===== config.mk =====
export PLATFORM = sky130hd
export DESIGN_NAME = maze_solve_gen_flat
export DESIGN_NICKNAME = d
export VERILOG_FILES = /design/src/rtl/maze_solve_gen_if.sv /design/src/rtl/maze_solve_gen.sv /design/src/flat_wrapper.sv
export SDC_FILE = /design/constraint.sdc
export NUM_CORES = 1
export LEC_CHECK = 0
export BUFFER_PORTS_ARGS = -buffer_cell sky130_fd_sc_hd__buf_2
export CORE_MARGIN = 2
export CORE_UTILIZATION = 51
export CTS_CLUSTER_DIAMETER = 150
export DETAILED_ROUTE_END_ITERATION = 6
export PLACE_DENSITY = 0.82
export SLEW_MARGIN = 10
export SYNTH_ARGS = -nofsm -noshare
export SYNTH_HDL_FRONTEND = slang
export SYNTH_SLANG_ARGS = --single-unit

===== constraint.sdc =====
create_clock -name clk -period 2.6 [get_ports clk]
set_clock_uncertainty 0.1 [all_clocks]
set_input_delay 0.39 -clock clk [delete_from_list [all_inputs] [get_ports clk]]
set_output_delay 0.39 -clock clk [all_outputs]
set_load 0.01 [all_outputs]

===== src/rtl/maze_solve_gen_if.sv =====
// ---------------------------------------------------------------------------
// maze_solve_gen_if
//   Bundle between the maze solver and its environment (command processing
//   plus the navigate/heading controller).
//
//   master : the solver (drives requests, heading, status)
//   slave  : the environment (drives mode, affinity, sensors, completions)
//
//   Signals
//     cmd_md     1=command/calibration mode, 0=solve enabled
//     cmd0       affinity at start: 1=left-hand, 0=right-hand
//     lft_opn    left opening present
//     rght_opn   right opening present
//     mv_cmplt   move or heading complete pulse
//     sol_cmplt  solution (magnet) found
//     strt_mv    one-cycle move request
//     strt_hdng  one-cycle heading request
//     dsrd_hdng  registered desired heading (signed, HDNG_W bits)
//     stp_lft    stop at left opening (latched affinity = left)
//     stp_rght   stop at right opening (latched affinity = right)
//     busy       run in progress
//     done       sticky solution found
//     abort      sticky budget/watchdog abort
//     move_cnt   moves issued this run
//     state_dbg  current solver state encoding, for observation only
// ---------------------------------------------------------------------------
interface maze_solve_gen_if #(
    parameter int HDNG_W     = 12,
    parameter int MOVE_CNT_W = 8
);
    logic                  cmd_md;
    logic                  cmd0;
    logic                  lft_opn;
    logic                  rght_opn;
    logic                  mv_cmplt;
    logic                  sol_cmplt;
    logic                  strt_mv;
    logic                  strt_hdng;
    logic [HDNG_W-1:0]     dsrd_hdng;
    logic                  stp_lft;
    logic                  stp_rght;
    logic                  busy;
    logic                  done;
    logic                  abort;
    logic [MOVE_CNT_W-1:0] move_cnt;
    logic [2:0]            state_dbg;

    modport master (
        input  cmd_md, cmd0, lft_opn, rght_opn, mv_cmplt, sol_cmplt,
        output strt_mv, strt_hdng, dsrd_hdng, stp_lft, stp_rght,
               busy, done, abort, move_cnt, state_dbg
    );

    modport slave (
        output cmd_md, cmd0, lft_opn, rght_opn, mv_cmplt, sol_cmplt,
        input  strt_mv, strt_hdng, dsrd_hdng, stp_lft, stp_rght,
               busy, done, abort, move_cnt, state_dbg
    );
endinterface


===== src/rtl/maze_solve_gen.sv =====
// ---------------------------------------------------------------------------
// maze_solve_gen
//   Wall-following maze solver. Issues forward moves and heading changes to
//   the navigate/heading controller and picks each turn from the left/right
//   opening sensors using the affinity latched at start.
//
//   Ports
//     clk    clock
//     rst_n  asynchronous active-low reset
//     bus    maze_solve_gen_if.master (see interface file for signal list)
//
//   Optional build macro: MAZE_SOLVE_WATCHDOG_EN adds a cycle watchdog on
//   the two wait states; without it abort comes only from the move budget.
//
//   Handshake: strt_mv / strt_hdng are single-cycle requests with no ready;
//   the controller answers each with a single-cycle mv_cmplt pulse, which is
//   only acted on in the matching wait state (WAIT_MV / WAIT_HDNG).
// ---------------------------------------------------------------------------
module maze_solve_gen #(
    parameter int HDNG_W     = 12,
    parameter int MOVE_CNT_W = 8,
    parameter int MAX_MOVES  = 200,
    parameter int TMO_CYC    = 5000000
) (
    input logic              clk,
    input logic              rst_n,
    maze_solve_gen_if.master bus
);

    typedef enum logic [2:0] {
        IDLE      = 3'd0,
        MV_FWD    = 3'd1,
        WAIT_MV   = 3'd2,
        TURN      = 3'd3,
        WAIT_HDNG = 3'd4,
        DONE      = 3'd5,
        ABORT     = 3'd6
    } state_t;

    // Heading codes for N/W/S/E in signed two's complement.
    localparam logic [HDNG_W-1:0] HDNG_N = '0;
    localparam logic [HDNG_W-1:0] HDNG_W_ = {2'b00, {(HDNG_W-2){1'b1}}};
    localparam logic [HDNG_W-1:0] HDNG_S = {1'b0, {(HDNG_W-1){1'b1}}};
    localparam logic [HDNG_W-1:0] HDNG_E = {2'b11, {(HDNG_W-2){1'b0}}};

    localparam logic [MOVE_CNT_W-1:0] MAX_CNT = MOVE_CNT_W'(MAX_MOVES);

    function automatic logic [HDNG_W-1:0] hdng_map(input logic [1:0] dir);
        case (dir)
            2'd0:    hdng_map = HDNG_N;
            2'd1:    hdng_map = HDNG_W_;
            2'd2:    hdng_map = HDNG_S;
            default: hdng_map = HDNG_E;
        endcase
    endfunction

    state_t                state_q, state_d;
    logic [1:0]            dir_q, dir_turn;
    logic                  aff_q;
    logic                  stp_lft_q, stp_rght_q;
    logic [HDNG_W-1:0]     dsrd_hdng_q;
    logic                  done_q, abort_q;
    logic [MOVE_CNT_W-1:0] move_cnt_q;
    logic                  tmo;
    logic                  start;

    assign start = (state_q == IDLE) && !bus.cmd_md;

    // Watchdog: restarts on every state entry, so it measures time spent in
    // the current wait state only.
`ifdef MAZE_SOLVE_WATCHDOG_EN
    localparam int WD_W = $clog2(TMO_CYC + 1);
    localparam logic [WD_W-1:0] WD_LAST = WD_W'(TMO_CYC - 1);

    logic [WD_W-1:0] wd_cnt_q;

    always_ff @(posedge clk or negedge rst_n) begin
        if (!rst_n) begin
            wd_cnt_q <= '0;
        end else if (state_d != state_q) begin
            wd_cnt_q <= '0;
        end else if (state_q == WAIT_MV || state_q == WAIT_HDNG) begin
            wd_cnt_q <= wd_cnt_q + 1'b1;
        end
    end

    assign tmo = (state_q == WAIT_MV || state_q == WAIT_HDNG) && (wd_cnt_q == WD_LAST);
`else
    logic unused_tmo_cyc;
    assign unused_tmo_cyc = (TMO_CYC == 0);
    assign tmo = 1'b0;
`endif

    // Turn choice: preferred side first, then the other side, else reverse.
    always_comb begin
        dir_turn = dir_q + 2'd2;
        if (aff_q) begin
            if (bus.lft_opn)       dir_turn = dir_q + 2'd1;
            else if (bus.rght_opn) dir_turn = dir_q - 2'd1;
        end else begin
            if (bus.rght_opn)      dir_turn = dir_q - 2'd1;
            else if (bus.lft_opn)  dir_turn = dir_q + 2'd1;
        end
    end

    // State register
    always_ff @(posedge clk or negedge rst_n) begin
        if (!rst_n) state_q <= IDLE;
        else        state_q <= state_d;
    end

    // Next-state logic; cmd_md cancels any active state first.
    always_comb begin
        state_d = state_q;
        case (state_q)
            IDLE:      if (!bus.cmd_md) state_d = MV_FWD;
            MV_FWD:    state_d = bus.cmd_md ? IDLE : WAIT_MV;
            WAIT_MV: begin
                if (bus.cmd_md)         state_d = IDLE;
                else if (bus.sol_cmplt) state_d = DONE;
                else if (bus.mv_cmplt)  state_d = (move_cnt_q >= MAX_CNT) ? ABORT : TURN;
                else if (tmo)           state_d = ABORT;
            end
            TURN:      state_d = bus.cmd_md ? IDLE : WAIT_HDNG;
            WAIT_HDNG: begin
                if (bus.cmd_md)         state_d = IDLE;
                else if (bus.mv_cmplt)  state_d = MV_FWD;
                else if (tmo)           state_d = ABORT;
            end
            DONE, ABORT: if (bus.cmd_md) state_d = IDLE;
            default:   state_d = IDLE;
        endcase
    end

    // Outputs; request pulses are suppressed in the cycle a cancel arrives.
    always_comb begin
        bus.strt_mv   = (state_q == MV_FWD) && !bus.cmd_md;
        bus.strt_hdng = (state_q == TURN) && !bus.cmd_md;
        bus.busy      = !(state_q == IDLE || state_q == DONE || state_q == ABORT);
        bus.state_dbg = state_q;
    end

    // Run datapath: affinity, heading, move count, sticky status.
    always_ff @(posedge clk or negedge rst_n) begin
        if (!rst_n) begin
            aff_q       <= 1'b1;
            stp_lft_q   <= 1'b0;
            stp_rght_q  <= 1'b0;
            dir_q       <= 2'd0;
            dsrd_hdng_q <= '0;
            move_cnt_q  <= '0;
            done_q      <= 1'b0;
            abort_q     <= 1'b0;
        end else begin
            if (start) begin
                aff_q       <= bus.cmd0;
                stp_lft_q   <= bus.cmd0;
                stp_rght_q  <= !bus.cmd0;
                dir_q       <= 2'd0;
                dsrd_hdng_q <= '0;
                move_cnt_q  <= '0;
                done_q      <= 1'b0;
                abort_q     <= 1'b0;
            end
            if (bus.strt_mv && (move_cnt_q != {MOVE_CNT_W{1'b1}})) begin
                move_cnt_q <= move_cnt_q + 1'b1;
            end
            if (state_q == WAIT_MV && state_d == TURN) begin
                dir_q       <= dir_turn;
                dsrd_hdng_q <= hdng_map(dir_turn);
            end
            if (state_d == DONE && state_q != DONE)   done_q  <= 1'b1;
            if (state_d == ABORT && state_q != ABORT) abort_q <= 1'b1;
        end
    end

    assign bus.dsrd_hdng = dsrd_hdng_q;
    assign bus.stp_lft   = stp_lft_q;
    assign bus.stp_rght  = stp_rght_q;
    assign bus.done      = done_q;
    assign bus.abort     = abort_q;
    assign bus.move_cnt  = move_cnt_q;

endmodule


===== src/flat_wrapper.sv =====
// flat-port wrapper written by rule: the top's interface ports become plain ports
module maze_solve_gen_flat 
#(
    parameter int HDNG_W     = 12,
    parameter int MOVE_CNT_W = 8,
    parameter int MAX_MOVES  = 200,
    parameter int TMO_CYC    = 5000000
)
  (clk, rst_n, bus_cmd_md, bus_cmd0, bus_lft_opn, bus_rght_opn, bus_mv_cmplt, bus_sol_cmplt, bus_strt_mv, bus_strt_hdng, bus_dsrd_hdng, bus_stp_lft, bus_stp_rght, bus_busy, bus_done, bus_abort, bus_move_cnt, bus_state_dbg);
  maze_solve_gen_if #(.HDNG_W(HDNG_W), .MOVE_CNT_W(MOVE_CNT_W)) bus_i ();
  input logic clk;
  input logic rst_n;
  input wire logic [$bits(bus_i.cmd_md)-1:0] bus_cmd_md;
  input wire logic [$bits(bus_i.cmd0)-1:0] bus_cmd0;
  input wire logic [$bits(bus_i.lft_opn)-1:0] bus_lft_opn;
  input wire logic [$bits(bus_i.rght_opn)-1:0] bus_rght_opn;
  input wire logic [$bits(bus_i.mv_cmplt)-1:0] bus_mv_cmplt;
  input wire logic [$bits(bus_i.sol_cmplt)-1:0] bus_sol_cmplt;
  output wire logic [$bits(bus_i.strt_mv)-1:0] bus_strt_mv;
  output wire logic [$bits(bus_i.strt_hdng)-1:0] bus_strt_hdng;
  output wire logic [$bits(bus_i.dsrd_hdng)-1:0] bus_dsrd_hdng;
  output wire logic [$bits(bus_i.stp_lft)-1:0] bus_stp_lft;
  output wire logic [$bits(bus_i.stp_rght)-1:0] bus_stp_rght;
  output wire logic [$bits(bus_i.busy)-1:0] bus_busy;
  output wire logic [$bits(bus_i.done)-1:0] bus_done;
  output wire logic [$bits(bus_i.abort)-1:0] bus_abort;
  output wire logic [$bits(bus_i.move_cnt)-1:0] bus_move_cnt;
  output wire logic [$bits(bus_i.state_dbg)-1:0] bus_state_dbg;
  assign bus_i.cmd_md = bus_cmd_md;
  assign bus_i.cmd0 = bus_cmd0;
  assign bus_i.lft_opn = bus_lft_opn;
  assign bus_i.rght_opn = bus_rght_opn;
  assign bus_i.mv_cmplt = bus_mv_cmplt;
  assign bus_i.sol_cmplt = bus_sol_cmplt;
  assign bus_strt_mv = bus_i.strt_mv;
  assign bus_strt_hdng = bus_i.strt_hdng;
  assign bus_dsrd_hdng = bus_i.dsrd_hdng;
  assign bus_stp_lft = bus_i.stp_lft;
  assign bus_stp_rght = bus_i.stp_rght;
  assign bus_busy = bus_i.busy;
  assign bus_done = bus_i.done;
  assign bus_abort = bus_i.abort;
  assign bus_move_cnt = bus_i.move_cnt;
  assign bus_state_dbg = bus_i.state_dbg;
  maze_solve_gen #(.HDNG_W(HDNG_W), .MOVE_CNT_W(MOVE_CNT_W), .MAX_MOVES(MAX_MOVES), .TMO_CYC(TMO_CYC)) u_core (.clk(clk), .rst_n(rst_n), .bus(bus_i));
endmodule

==> Word level (Yosys, flattened, before mapping) <==
Cells that the tools add are included.
{ "totals": {"input_bits": 8, "output_inout_bits": 30, "ff_bits": 30, "word_cells": 73} }
{ "classes": {"mux": 26, "reduce_logical": 19, "n_eq_ne": 14, "order_cmp": 1, "addsub": 4} }
{ "ops": {"columns": ["op", "n"], "rows": [
  ["12-bit case mux with 3 select lines", 1],
  ["3-bit two-way mux", 9],
  ["12-bit two-way mux", 2],
  ["3-bit case mux with 6 select lines", 1],
  ["2-bit two-way mux", 8],
  ["8-bit two-way mux", 2],
  ["3-bit equality test, second input constant", 5],
  ["3-bit by 2-bit equality test with 1-bit output, second input constant", 3],
  ["8-bit by 1-bit adder with 8-bit output, second input constant", 1],
  ["8-bit >= comparator, second input constant", 1],
  ["8-bit != test, second input constant", 1],
  ["2-bit nonzero test", 4],
  ["1-bit logical AND", 7],
  ["3-bit != test, second input constant", 2],
  ["3-bit by 1-bit equality test with 1-bit output, second input constant", 1],
  ["1-bit logical NOT", 3],
  ["3-bit logical NOT", 1],
  ["1-bit two-way mux", 3],
  ["2-bit by 1-bit adder with 2-bit output, second input constant", 1],
  ["2-bit adder, second input constant", 1],
  ["2-bit by 1-bit equality test with 1-bit output, second input constant", 1],
  ["2-bit equality test, second input constant", 1],
  ["2-bit logical NOT", 1],
  ["1-bit logical OR", 2],
  ["other kinds (2)", 2]
]} }

==> Longest topological paths before layout <==
{ "logic_depth": {"depth_word": 9, "ltp_mapped": 6, "ltp_nobuf": 6} }

==> Worst setup path after synthesis <==
Ideal clock, no wire load.
{ "synth_timing": {"path_kind": "reg-to-reg", "startpoint": "register u_core.state_q[1] (netlist: u_core.bus.state_dbg[1])", "endpoint": "register u_core.move_cnt_q[3] (netlist: u_core.bus.move_cnt[3])", "path_buffers": 1, "t_required_ns": 2.382, "path_slack_ns": 0.644, "period_less_slack_ns": 1.956, "arrival_ns": 1.738, "path_stages_with_launch": 7, "setup_time_ns": 0.118, "path_cell_list": "dfrtp_1 -> buf_6 -> or4b_4 -> clkinv_4 -> o31ai_4 -> mux2_4 -> a21o_1"} }
{ "synth_via": {"elab_chain_len": 4, "elab_cells_between_ends": 7, "classes_between": "eq/ne (1); mux (1); reduce/logical (5)"} }
{ "synth_lines": {"columns": ["item", "line", "source"], "rows": [
  ["from (decl)", "maze_solve_gen.sv:57", "state_t state_q, state_d;"],
  ["from (signal assigned)", "maze_solve_gen.sv:109", "else state_q <= state_d;"],
  ["3-bit by 1-bit equality test with 1-bit output (*)", "maze_solve_gen.sv:137", "bus.strt_mv = (state_q == MV_FWD) && !bus.cmd_md;"],
  ["1-bit logical AND (*)", "maze_solve_gen.sv:137", null],
  ["named net bus_strt_mv", "flat_wrapper.sv:19", "output wire logic [$bits(bus_i.strt_mv)-1:0] bus_strt_mv;"],
  ["1-bit logical AND (*)", "maze_solve_gen.sv:165", "if (bus.strt_mv && (move_cnt_q != {MOVE_CNT_W{1'b1}})) begin"],
  ["8-bit two-way mux / 2-bit nonzero test (equally long branches)", null, null],
  ["to (signal assigned)", "maze_solve_gen.sv:166", "move_cnt_q <= move_cnt_q + 1'b1;"],
  ["to (decl)", "maze_solve_gen.sv:63", "logic [MOVE_CNT_W-1:0] move_cnt_q;"]
]} }
The timed path passes the listed nets; every way through them passes the cells marked *.
A chain may end at the register's enable or synchronous reset.

==> Final worst setup path <==
{ "layout_timing": {"startpoint": "register u_core.state_q[0] (netlist: u_core.bus.state_dbg[0])", "endpoint": "output port bus_strt_mv"} }
{ "layout_via": {"elab_chain_len": 2} }
{ "layout_lines": {"columns": ["item", "line"], "rows": [
  ["3-bit by 1-bit equality test with 1-bit output", "maze_solve_gen.sv:137"],
  ["1-bit logical AND", "maze_solve_gen.sv:137"],
  ["to (decl)", "flat_wrapper.sv:19"]
]} }
No other way between the ends.

==> flow_metrics.py <==
metrics = {
    "worst_setup_path": {
        "worstSetupPathDepth": 3,
        "path_class": "reg -> out",
        "cpLargestDelayFamily": "flip-flops",
        "r2r_end": "u_core.dir_q[1]$_DFFE_PN0P_",
        "critPathSlowestCell": "dfrtp_1",
        "slowest_delay_ns": 0.60,
        "worstPathCellList": "or4b_4, clkinv_4, buf_2",
        "endpoint_kind": "output pin",
        "start_kind": "flip-flop",
        "worstReg2RegStart": "u_core.bus.state_dbg[2]$_DFF_PN0_",
        "regToRegSetupSlack_ns": 0.42,
        "cp_num_buf_inv": 2,
        "worstPathRequired_ns": 2.11,
        "r2r_cells": 3,
        "crit_path_max_fanout": 13,
        "cp.arrival_ns": 1.70,
    },
    "global_route": {
        "globalRoute.totalOverflow": 0,
        "grt_use_met3": 0.0349,
        "grt_first_pass_wirelength_mm": 4.40,
        "grt_most_used_layer": "met2",
        "antenna_found_initial": 0,
        "grt_use_total": 0.203,
        "grt_pass1_vias": 1014,
        "grt_start_max_net_pins": 22,
        "gr-usage-met1": 0.262,
        "use_met2": 0.335,
    },
    "yosys": {
        "synth_compound_area_frac": 0.162,
        "synth_nets": 154,
        "synthTopCellsByArea": "dfrtp_1 38%, buf_4 5.7%, nand2_1 4.8%",
        "synthXorXnorAreaFrac": 0.0198,
        "synth_top_cell_area_share": 0.378,
        "synthAdderAreaFrac": 0.0378,
        "yosysSeqAreaShare": 0.398,
        "synth_edf_count": 0,
        "syn_area_mm2": 0.00133,
        "synth_top_family_by_area": "simple AND/OR/NAND/NOR gates",
        "avgSynthCellArea_um2": 9.33,
        "async_flop_share": 1.00,
        "synth_top_area_cell": "dfrtp_1",
        "synth_seq_cells": 21,
        "synthMuxAreaShare": 0.0746,
        "synth-simple-area-share": 0.203,
        "yosysWarnings": 0,
        "synthFlopType": "dfrtp_1",
        "yosysUniqueCellTypes": 42,
        "synth_common_cells": "20 x dfrtp_1, 17 x nand2_1, 10 x buf_4, 9 x nor2_1",
        "syn_inst": 142,
        "synth_most_common_cell": "dfrtp_1",
    },
    "layout": {
        "multiInputGateArea_um2": 659,
        "register_area_um2": 527,
        "final_area_mm2": 0.00149,
        "area_growth_pct": 12.1,
        "n_antenna_cell": 0,
        "n_fill_cell": 225,
        "drive_gt1_frac": 0.306,
        "fin_nets": 183,
    },
    "place": {
        "gp_congestion": 0.857,
        "dpl-instance-area_mm2": 0.00145,
        "place.detailed.hpwl_mm": 1.95,
        "portBuffers": 37,
    },
    "routing": {
        "vias": 1138,
        "via_per_inst": 5.69,
        "drtAntennaViolNets": 0,
        "drt-total-wl_mm": 2.64,
        "drc": 0,
        "first_pass_iters": 4,
        "drt-initial-drc-count": 20,
        "routedWlPerCell_um": 13.2,
    },
    "power": {
        "p_leak_nw": 0.768,
        "powerDensity_mw_per_mm2": 778,
        "peakVddDrop_mv": 0.510,
    },
    "timing": {
        "min_period_over_period": 0.844,
        "fmax_mhz": 456,
        "min_period_ns": 2.19,
        "fin_setup_tns_ns": 0,
        "setup_viol": 0,
        "hold_viol": 0,
        "slew-limit-headroom": 0.664,
        "slew_viol_final": 0,
        "worst_pin_slew_ns": 0.497,
        "rsz0062_at_grt": "no",
        "holdWs_ns": 0.197,
    },
    "clock_tree": {
        "clock_latency_ns": 0.30,
        "root_buffer": "clkbuf_4",
        "cts.sinks": 21,
        "clk_pin_slew_ns": 0.12,
        "h-tree-depth": 1,
        "cts_made_buffers": 3,
        "ctsResizeCount": 0,
        "cts_setup_buffers": 0,
        "cts_tree": "done",
        "hold_buffers": 1,
        "clockBufferDepth": 2,
    },
    "floorplan": {
        "core_area_mm2": 0.00248,
        "fp.dieH_um": 55.0,
        "io-pin-count": 38,
        "start_util": 0.535,
        "num_rows": 18,
        "die_area_mm2": 0.00302,
        "die_width_um": 55.0,
    },
    "status": {
        "status": "complete, no violations",
    },
    "hold_path": {
        "min_to": "u_core.bus.stp_rght$_DFFE_PN0P_",
        "hold_path_class": "in -> reg",
        "hold_depth": 2,
        "min-delay-start": "bus_cmd0",
    },
    "run": {
        "maxCapViolations": 0,
    },
}
[power by group]
group | leakage [nW] | switching (mW) | internal [mW]
Combinational | 0.469 | 0.267 | 0.217
Clock | 0.0177 | 0.102 | 0.0573
Sequential | 0.281 | 0.104 | 0.408
[cells in the final DEF, fill, tap and decap left out, drive strengths merged, types with 2 or more instances in the layout]
master and count:
a21oi 4, and2 3, buf 37, clkbuf 3, clkinv 2, dfrtp 20
ha 4, inv 8, mux2 4, mux2i 5, nand2 17, nand2b 6
nand3 6, nand4 2, nor2 9, nor2b 2, nor3 4, nor4b 2
o211ai 3, o21ai 8, o22ai 2, o31ai 2, xor2 2
[layer usage]
metal  vias to the layer above  wire length (um)
li1                        543                 -
met1                       551              1100
met2                        40              1340
met3                         4               167
met4                         0                33
met5                         -                 0
[worst max path at each step]
stage	from	slack (ns)	to
floorplan	u_core.bus.state_dbg[1]$_DFF_PN0_	0.64	u_core.bus.move_cnt[3]$_DFFE_PN0P_
global placement	bus_cmd_md	0.48	u_core.bus.move_cnt[3]$_DFFE_PN0P_
detailed placement	bus_cmd_md	0.44	u_core.bus.move_cnt[3]$_DFFE_PN0P_
CTS	u_core.bus.state_dbg[0]$_DFF_PN0_	0.40	bus_strt_mv
global route	u_core.bus.state_dbg[0]$_DFF_PN0_	0.33	bus_strt_mv
finish	u_core.bus.state_dbg[0]$_DFF_PN0_	0.41	bus_strt_mv
[worst reg2reg max path, stage by stage, from the launching register on]
cell and delay [ns]:
dfrtp_1 0.55, or4_2 0.92, and2_0 0.25, mux2_2 0.26
[logic make-up after synthesis]
logic type | after synthesis
fa+ha+maj | 4
flops | 21
buf+inv | 23
xor+xnor | 3
mux | 9
simple gates | 53
compound gates | 29
[per-stage QoR]
step                      utilization  total power [mW]  setup WS [ns]  std cells
after floorplan                     -             0.873          0.644        142
after global placement          0.584             0.977          0.476        195
after detailed placement        0.584              1.01          0.437        195
after CTS                       0.599              1.17          0.401        200
after global routing            0.599              1.26          0.331        200
final                           0.599              1.16          0.406        200
[final cells by class]
cell class / instances / share of cell area
clock inverter: 1 / 0.00337
sequential: 21 / 0.355
multi-input combinational: 98 / 0.444
tap: 30 / 0.0253
inverter: 9 / 0.0261
clock buffer: 3 / 0.0152
timing repair buffer: 38 / 0.131
[registers in the layout, summed over array words and instances, names as in the netlist]
| name | cells |
|---|---|
| u_core.bus.abort | 1 |
| u_core.bus.dsrd_hdng | 3 |
| u_core.dir_q | 2 |
| u_core.bus.stp_lft | 1 |
| u_core.bus.state_dbg | 3 |
| u_core.aff_q | 1 |
| u_core.bus.move_cnt | 8 |
| u_core.bus.stp_rght | 1 |
| u_core.bus.done | 1 |
Note: power is estimated with default switching activity, not from simulation.
